==> src/rtl/alu_muldiv.sv <==
// alu_muldiv: iterative radix-2 multiply/divide unit that sits beside the EX-stage ALU.
// One partial product or one quotient bit per clock. Signed operations work on magnitudes,
// and a final FIX cycle applies the signs and registers the HI/LO result pair.
module alu_muldiv #(
   parameter int OPR_L = 32,
   localparam int CNT_L = $clog2(OPR_L) + 1
) (
   input  logic             clk,
   input  logic             rst_n,
   input  logic             start,
   input  logic [1:0]       op,
   input  logic [OPR_L-1:0] A,
   input  logic [OPR_L-1:0] B,
   input  logic             abort,
   output logic             busy,
   output logic             done,
   output logic [OPR_L-1:0] hi,
   output logic [OPR_L-1:0] lo,
   output logic             div_zero
);

   typedef enum logic [1:0] {
      IDLE,
      CALC,
      FIX
   } state_t;

   state_t state_q, next_state;

   logic [CNT_L-1:0] cnt_q;
   logic [OPR_L-1:0] acc_hi, acc_lo, b_q;
   logic             is_div_q, prod_neg_q, rem_neg_q, dz_q;

   logic             accept;
   logic             a_neg, b_neg, b_zero;
   logic [OPR_L-1:0] a_mag, b_mag;
   logic [OPR_L:0]   mul_sum, div_shift, div_diff;
   logic [OPR_L-1:0] step_hi, step_lo;
   logic [2*OPR_L-1:0] prod_full;
   logic [OPR_L-1:0] fix_hi, fix_lo;

   assign busy = (state_q != IDLE);

   // Operand preparation: signed ops become magnitude plus sign flag; |MIN| stays as unsigned 2^(OPR_L-1)
   always_comb begin
      a_neg  = op[0] & A[OPR_L-1];
      b_neg  = op[0] & B[OPR_L-1];
      a_mag  = a_neg ? -A : A;
      b_mag  = b_neg ? -B : B;
      b_zero = (B == '0);
   end

   // One iteration step: shift-add for multiply, restoring shift-subtract for divide
   always_comb begin
      mul_sum   = {1'b0, acc_hi} + (acc_lo[0] ? {1'b0, b_q} : '0);
      div_shift = {acc_hi, acc_lo[OPR_L-1]};
      div_diff  = div_shift - {1'b0, b_q};
      step_hi   = '0;
      step_lo   = '0;
      if (is_div_q) begin
         if (!div_diff[OPR_L]) begin
            step_hi = div_diff[OPR_L-1:0];
            step_lo = {acc_lo[OPR_L-2:0], 1'b1};
         end else begin
            step_hi = div_shift[OPR_L-1:0];
            step_lo = {acc_lo[OPR_L-2:0], 1'b0};
         end
      end else begin
         step_hi = mul_sum[OPR_L:1];
         step_lo = {mul_sum[0], acc_lo[OPR_L-1:1]};
      end
   end

   // Sign fix-up of the final result; a zero divisor returns the raw dividend and all-ones quotient
   always_comb begin
      prod_full = {acc_hi, acc_lo};
      fix_hi    = '0;
      fix_lo    = '0;
      if (is_div_q) begin
         if (dz_q) begin
            fix_hi = acc_hi;
            fix_lo = '1;
         end else begin
            fix_hi = rem_neg_q  ? -acc_hi : acc_hi;
            fix_lo = prod_neg_q ? -acc_lo : acc_lo;
         end
      end else begin
         if (prod_neg_q) begin
            prod_full = -{acc_hi, acc_lo};
         end
         fix_hi = prod_full[2*OPR_L-1:OPR_L];
         fix_lo = prod_full[OPR_L-1:0];
      end
   end

   // Next-state logic; abort always returns to IDLE and also blocks a same-cycle start
   always_comb begin
      next_state = state_q;
      accept     = 1'b0;
      case (state_q)
         IDLE: begin
            if (start && !abort) begin
               accept     = 1'b1;
               next_state = CALC;
            end
         end
         CALC: begin
            if (abort) begin
               next_state = IDLE;
            end else if (dz_q || (cnt_q == CNT_L'(OPR_L - 1))) begin
               next_state = FIX;
            end
         end
         FIX: begin
            next_state = IDLE;
         end
         default: begin
            next_state = IDLE;
         end
      endcase
   end

   // State register
   always_ff @(posedge clk or negedge rst_n) begin
      if (!rst_n) begin
         state_q <= IDLE;
      end else begin
         state_q <= next_state;
      end
   end

   // Datapath: capture at accept, iterate in CALC, publish hi/lo and pulse done in FIX
   always_ff @(posedge clk or negedge rst_n) begin
      if (!rst_n) begin
         cnt_q      <= '0;
         acc_hi     <= '0;
         acc_lo     <= '0;
         b_q        <= '0;
         is_div_q   <= 1'b0;
         prod_neg_q <= 1'b0;
         rem_neg_q  <= 1'b0;
         dz_q       <= 1'b0;
         done       <= 1'b0;
         hi         <= '0;
         lo         <= '0;
         div_zero   <= 1'b0;
      end else begin
         done <= 1'b0;
         if (accept) begin
            cnt_q      <= '0;
            is_div_q   <= op[1];
            prod_neg_q <= a_neg ^ b_neg;
            rem_neg_q  <= a_neg;
            dz_q       <= op[1] & b_zero;
            acc_hi     <= (op[1] & b_zero) ? A : '0;
            acc_lo     <= a_mag;
            b_q        <= b_mag;
            div_zero   <= 1'b0;
         end else if (state_q == CALC && !abort) begin
            cnt_q <= cnt_q + CNT_L'(1);
            if (!dz_q) begin
               acc_hi <= step_hi;
               acc_lo <= step_lo;
            end
         end else if (state_q == FIX && !abort) begin
            hi       <= fix_hi;
            lo       <= fix_lo;
            div_zero <= dz_q;
            done     <= 1'b1;
         end
      end
   end

endmodule

==> config.mk <==
export PLATFORM = sky130hd
export DESIGN_NAME = alu_muldiv
export DESIGN_NICKNAME = d
export VERILOG_FILES = /design/src/rtl/alu_muldiv.sv
export SDC_FILE = /design/constraint.sdc
export NUM_CORES = 1
export LEC_CHECK = 0
export ABC_AREA = 1
export CAP_MARGIN = 0
export CELL_PAD_IN_SITES_DETAIL_PLACEMENT = 2
export CELL_PAD_IN_SITES_GLOBAL_PLACEMENT = 2
export CORE_MARGIN = 2
export CORE_UTILIZATION = 29
export DETAILED_ROUTE_END_ITERATION = 6
export PLACE_DENSITY = 0.78
export SLEW_MARGIN = 10
export SYNTH_ARGS = -nofsm -noshare
export SYNTH_HDL_FRONTEND = slang
export SYNTH_SLANG_ARGS = --single-unit
==> constraint.sdc <==
create_clock -name clk -period 2.6 [get_ports clk]
set_input_delay 0.26 -clock clk [delete_from_list [all_inputs] [get_ports clk]]
set_output_delay 0.26 -clock clk [all_outputs]
set_load 0.1 [all_outputs]
==> results of run 1 <==
final cells by class:
cell class,count,share of cell area
Tap cell,765,0.0408
Timing Repair Buffer,500,0.177
Clock buffer,18,0.0183
Sequential cell,174,0.186
Multi-Input combinational cell,2027,0.506
Inverter,405,0.0649
Clock inverter,14,0.00645
through the flow:
stage	cell area, µm²	utilization	setup TNS [ns]	std cells	total power [W]
after floorplan	16800	-	0	2690	0.0192
after global placement	21300	0.371	-8.55	3850	0.0293
after detailed placement	21300	0.371	-13.64	3850	0.0302
after CTS	22300	0.387	-0.240	3886	0.0338
after global routing	23500	0.409	-6.35	3903	0.0394
final	23500	0.409	-3.44	3903	0.0374
state kept, by name, summed over array words and instances (netlist names), 2 cells and up:
register	cells
state_q	2
lo	32
b_q	32
cnt_q	6
acc_hi	32
hi	32
acc_lo	32
power groups by stage:
stage / Clock [W] / Combinational [W] / Sequential (W)
floorplan: 0 / 0.0108 / 0.00847
global placement: 0 / 0.0242 / 0.00517
detailed placement: 0 / 0.0250 / 0.00525
CTS: 0.00276 / 0.0258 / 0.00524
global route: 0.00287 / 0.0310 / 0.00549
finish: 0.00273 / 0.0293 / 0.00536
what timing repair did:
item                                    in CTS  in global routing
cloned                                       0                  2
pin swaps                                   11                 53
gates resized for setup                     86                256
endpoints found under the hold margin       48                  0
buffers inserted                             3                 16
hold buffers                                 1                  0
endpoints found under the setup margin      53                 51
cells in the final DEF, fill, tap and decap left out, types with 17 or more instances in the layout:
cell type	netlist	layout
nor2_1	294	253
inv_1	389	384
inv_2	13	17
dfrtp_1	174	155
clkbuf_16	0	18
o21ai_0	155	127
ha_4	0	32
a31oi_1	18	18
nor2_2	12	42
o21ai_1	42	55
nor3_1	42	32
a21oi_2	7	44
nand2_1	693	642
a21oi_1	171	132
a22oi_1	28	28
nand3_2	11	35
nand3_1	201	168
nand2_2	11	53
nand4_1	32	32
dfrtp_2	0	19
buf_4	1	405
a221oi_1	30	29
ha_1	69	31
clkdlybuf4s50_1	0	68
xor2_1	80	78
routing by layer:
layer,global-route usage,up-vias
li1,-,9625
met5,0,-
met3,0.0319,167
met4,0.120,0
met2,0.530,498
met1,0.389,10800
logic make-up (layout without fill, tap and decap cells):
| logic type | after synthesis | after routing |
|---|---|---|
| and+or+nand+nor | 1358 | 1359 |
| AOI/OAI and AO/OA | 504 | 504 |
| buffers and inverters | 490 | 937 |
| DFF | 174 | 174 |
| xor gates and xnor gates | 93 | 93 |
| adders and majority gates | 71 | 71 |
worst paths after layout:
check | endpoint | cells past startpoint | start
worst min-delay path | lo[18] | 2 | rst_n
min in group clk | b_q[24] | 3 | B[24]
worst min register to register | hi[30] | 2 | hi[30]
worst max-delay path | acc_hi[19] | 16 | acc_lo[0]
max in group asynchronous | b_q[10] | 3 | rst_n
worst max register to register | acc_hi[19] | 16 | acc_lo[0]
==> flow_metrics.tcl, run 1 <==
set metrics [dict create \
    worstPathRequired_ns 3.02 \
    clkPwrFrac 0.073 \
    fill_cells 6956 \
    worstMarginPinSlew_ns 0.731 \
    p_leak_nw 11.4 \
    ys_types 59 \
    top_layer_used "met4" \
    synth_commonest_cells "nand2_1 (693), inv_1 (389), nor2_1 (294), nand3_1 (201), dfrtp_1 (174)" \
    first_pass_iters 5 \
    chipWidth_um 245 \
    synth-edff-count 0 \
    grt_pass1_wl_mm 138 \
    initial_core_util 0.292 \
    io_pins 137 \
    drv_slew 0 \
    die_y_um 245 \
    viasPerCell 5.40 \
    drc 0 \
    r2r_slack_ns -0.22 \
    yosysSeqAreaShare 0.259 \
    crit_buf_inv 5 \
    synthSimpleGateAreaFrac 0.353 \
    max_freq_mhz 354 \
    p_int_w 0.0153 \
    crit_family "simple AND/OR/NAND/NOR gates" \
    slowest_stage "dfrtp_1" \
    setup_viol 33 \
    synth_top_family_by_area "simple AND/OR/NAND/NOR gates" \
    ys.flop_type "dfrtp_1" \
    rows 88 \
    io_buffers 136 \
    wl_per_cell_um 25.0 \
    violations "setup timing" \
    grt.total_usage 0.306 \
    gp_congestion 0.982 \
    regArea_mm2 0.00438 \
    clk_pin_slew_worst_paths_ns 0.08 \
    drive_above_1_share 0.257 \
    hpwl_mm 76.4 \
    p_sw_w 0.0221 \
    synth_most_common_cell "nand2_1" \
    postSynthNetCount 2831 \
    netlist.area_leader.share 0.259 \
    drv_cap 0 \
    synth_xor_area_frac 0.0485 \
    path_max_fanout 16 \
    yosys.area.top_type "dfrtp_1" \
    outcome "complete, but fails checks" \
    diodes 0 \
    antenna_found_initial 1 \
    syn_area_mm2 0.0168 \
    synth_area_leaders "dfrtp_1 (26%), nand2_1 (15%), inv_1 (8.7%)" \
    dp_slack_ns -0.553 \
    grt_max_degree 67 \
    power.share.combinational 0.784 \
    cts_buffer_depth 2 \
    crit_path_start_kind "flip-flop" \
    met1_length_mm 41.3 \
    cts_buffers 17 \
    cts_root_buf "clkbuf_16" \
    crit_chain "buf_12 > buf_4 > nand2_1 > inv_1 > ha_2 > nand2_2 > buf_4 > nor3_1 > buf_4 > nand4_1 > nand3_2 > nand2_1 > nand3_2 > nand3_2 > nor2_2 > nor2_1" \
    synthCells 2690 \
    synthAdderAreaFrac 0.0537 \
    num-nets-final 3266 \
    crit_arrival_ns 3.24 \
    vdd_drop_max_v 0.00109 \
    hold_class "in2async" \
    cts_sinks 174 \
    crit_type "reg2reg" \
    first_iter_violations 1370 \
    critPathMaxStageDelay_ns 0.41 \
    ys_ff_latch 174 \
    overflow 0 \
    fin_crit_sh 1.09 \
    synth_compound_area_frac 0.172 \
    insertion_delay_ns 0.54 \
    areaGrowthSynthToFinish_pct 39.7 \
    cts_tree "done" \
    coreArea_mm2 0.0575 \
    setup_ws_ns -0.221 \
    whs_ns 0.299 \
    met3_length_mm 3.95 \
    power_frac_seq 0.143 \
    route.met2.wl_mm 48.5 \
    syn_area_per_cell_um2 6.25 \
    fin_crit_ns 2.82 \
    multi_input_area_mm2 0.0119 \
    h-tree-depth 4 \
    finalHoldViolCount 0 \
    yosysWarnings 0 \
    muxShareOfSynthArea 0 \
    end_kind "flip-flop" \
    fin_skew_ns 0.0308 \
    num_vias 21100 \
    slew_headroom 0.511 \
    synth-async-reset-ratio 1.00 \
    rsz0062_at_grt "yes" \
    ant_nets 0 \
    dieArea_mm2 0.0599 \
    wl_mm 97.7 \
    p_sw_frac 0.592 \
    grt_pass1_vias 22500 \
    powerDensity_mw_per_mm2 1590 \
]
No activity file was read; power rests on OpenSTA's default activity.
==> run 2: changes to the inputs <==
--- a/config.mk
+++ b/config.mk
@@ -12,7 +12,9 @@
 export CORE_MARGIN = 2
 export CORE_UTILIZATION = 29
 export DETAILED_ROUTE_END_ITERATION = 6
+export MAX_ROUTING_LAYER = met4
 export PLACE_DENSITY = 0.78
+export REMOVE_ABC_BUFFERS = 1
 export SLEW_MARGIN = 10
 export SYNTH_ARGS = -nofsm -noshare
 export SYNTH_HDL_FRONTEND = slang
==> run 2 against run 1 <==
The run still ends with setup timing left. Worst hold slack lost 0.0068 ns. Sequential power fell by 0.7%. Highest routed layer unchanged. Critical endpoint is now acc_hi[26]. Largest cell class unchanged. Maximum frequency up 2.3%. Setup slack better by 0.064 ns. Largest power group unchanged. Critical path depth is 1 lower.
==> flow_metrics.tcl, run 2 (same netlist as run 1, synthesis figures left out) <==
set metrics [dict create \
    outcome "complete, but fails checks" \
    violations "setup timing" \
    crit_top_cell "nand2_1" \
    cts_buffer_depth 2 \
    worstMarginPinSlew_ns 0.835 \
    cts_sinks 174 \
    crit_chain "buf_12 > nand2_1 > inv_1 > ha_4 > nand2_2 > o21ai_1 > a21oi_1 > buf_4 > or2_2 > nand2_1 > nand2_1 > nand3_1 > nand3b_1 > nand2_1 > inv_1" \
    rows 88 \
    max_freq_mhz 363 \
    wl_per_cell_um 25.4 \
    crit_type "reg2reg" \
    overflow 0 \
    antenna_found_initial 3 \
    h-tree-depth 4 \
    rsz0062_at_grt "yes" \
    hold_class "in2async" \
    slew_headroom 0.443 \
    final_cells 3924 \
    grt_max_degree 80 \
    placed_area_mm2 0.0216 \
    critPathMaxStageDelay_ns 0.42 \
    fin_crit_ns 2.76 \
    worstPathRequired_ns 3.02 \
    fin_skew_ns 0.0149 \
    viasPerCell 5.45 \
    setup_ws_ns -0.157 \
    cts_root_buf "clkbuf_16" \
    ant_nets 0 \
    insertion_delay_ns 0.52 \
    crit_arrival_ns 3.18 \
    drv_cap 0 \
    coreArea_mm2 0.0575 \
    dieArea_mm2 0.0599 \
    powerDensity_mw_per_mm2 1610 \
    wl_mm 99.8 \
    mostFrequentLayoutCells "nand2_1 (644), buf_4 (427), inv_1 (375)" \
    hpwl_mm 78.6 \
    initial_core_util 0.292 \
    postLayoutCellArea_mm2 0.0235 \
    first_iter_violations 1467 \
    tns_ns -1.63 \
    grt_pass1_vias 23400 \
    num_vias 21400 \
    power.share.combinational 0.786 \
    final_common_cell "nand2_1" \
    drv_slew 0 \
    grt.total_usage 0.334 \
    vdd_drop_max_v 0.000733 \
    fill_cells 6830 \
    clk_pin_slew_worst_paths_ns 0.09 \
    finalPower_w 0.0379 \
    grt_pass1_wl_mm 146 \
    drive_above_1_share 0.260 \
    clkPwrFrac 0.073 \
    fin_crit_sh 1.06 \
    setup_viol 23 \
    first_pass_iters 7 \
    finalHoldViolCount 0 \
    num-nets-final 3284 \
    areaGrowthSynthToFinish_pct 40.0 \
    path_max_fanout 22 \
    p_sw_frac 0.586 \
    cts_buffers 17 \
    end_kind "flip-flop" \
    power_frac_seq 0.140 \
    die_y_um 245 \
    cts_tree "done" \
    p_sw_w 0.0222 \
    p_leak_nw 11.4 \
    io_buffers 136 \
    chipWidth_um 245 \
    p_int_w 0.0157 \
    crit_path_start_kind "flip-flop" \
    io_pins 137 \
    gp_congestion 1.02 \
    slowest_stage "dfrtp_1" \
    place_inst 3872 \
    drc 0 \
]
run 2: area by class of cell:
cell class,count,area (µm²),share of cell area
Antenna cell,3,7.51,0.000319
Timing Repair Buffer,519,4350,0.185
Multi-Input combinational cell,2026,11700,0.498
Inverter,405,1520,0.0647
Tap cell,765,957,0.0407
Clock buffer,18,439,0.0187
Clock inverter,14,141,0.00601
Sequential cell,174,4380,0.186
run 2: per-layer routing:
metal,vias up,part of all wire,wire [µm],global-route usage
li1,9658,-,-,-
met1,11000,0.43,42900,0.409
met2,546,0.49,48500,0.550
met3,188,0.039,3880,0.0445
met4,0,0.045,4520,0.143
met5,-,0,0,-
run 2: final timing paths:
check	start	endpoint	slack [ns]	depth (start not counted)
max in group asynchronous	rst_n	b_q[16]	1.42	3
min in group clk	op[1]	is_div_q	0.42	3
setup reg to reg	acc_lo[0]	acc_hi[26]	-0.16	15
hold reg to reg	hi[27]	hi[27]	0.49	2
setup / recovery	acc_lo[0]	acc_hi[26]	-0.16	15
hold / removal	rst_n	lo[5]	0.29	2
run 2: power by group through the flow:
stage	Clock [W]	Combinational [W]	Sequential (W)
final	0.00277	0.0298	0.00532
after global routing	0.00290	0.0315	0.00542
after global placement	0	0.0249	0.00509
after CTS	0.00283	0.0274	0.00520
after detailed placement	0	0.0259	0.00518
after floorplan	0	0.0103	0.00860
run 2: critical path: cells and delay by family (launching register included):
kind / cells / cell delay (ns)
buf+inv: 4 / 0.51
simple gates: 8 / 0.84
flops: 1 / 0.42
fa+ha+maj: 1 / 0.32
compound gates: 2 / 0.52
run 2: timing repair:
action                     4_1_cts  5_1_grt
pin swaps                       12       16
cloned                           1        0
setup buffers                    7        8
hold buffers                     1        0
gates resized for setup        127      180
setup endpoints to repair       35       52
hold endpoints to repair        65        0
run 2: metrics by stage:
stage          setup WS, ns   util  hold slack, ns
2_1_floorplan         -2.76      -         -0.0356
3_3_place_gp         -0.413  0.375           0.339
3_5_place_dp         -0.399  0.375           0.344
4_1_cts             -0.0766  0.396           0.339
5_1_grt              -0.252  0.409           0.354
6_report             -0.157  0.409           0.293
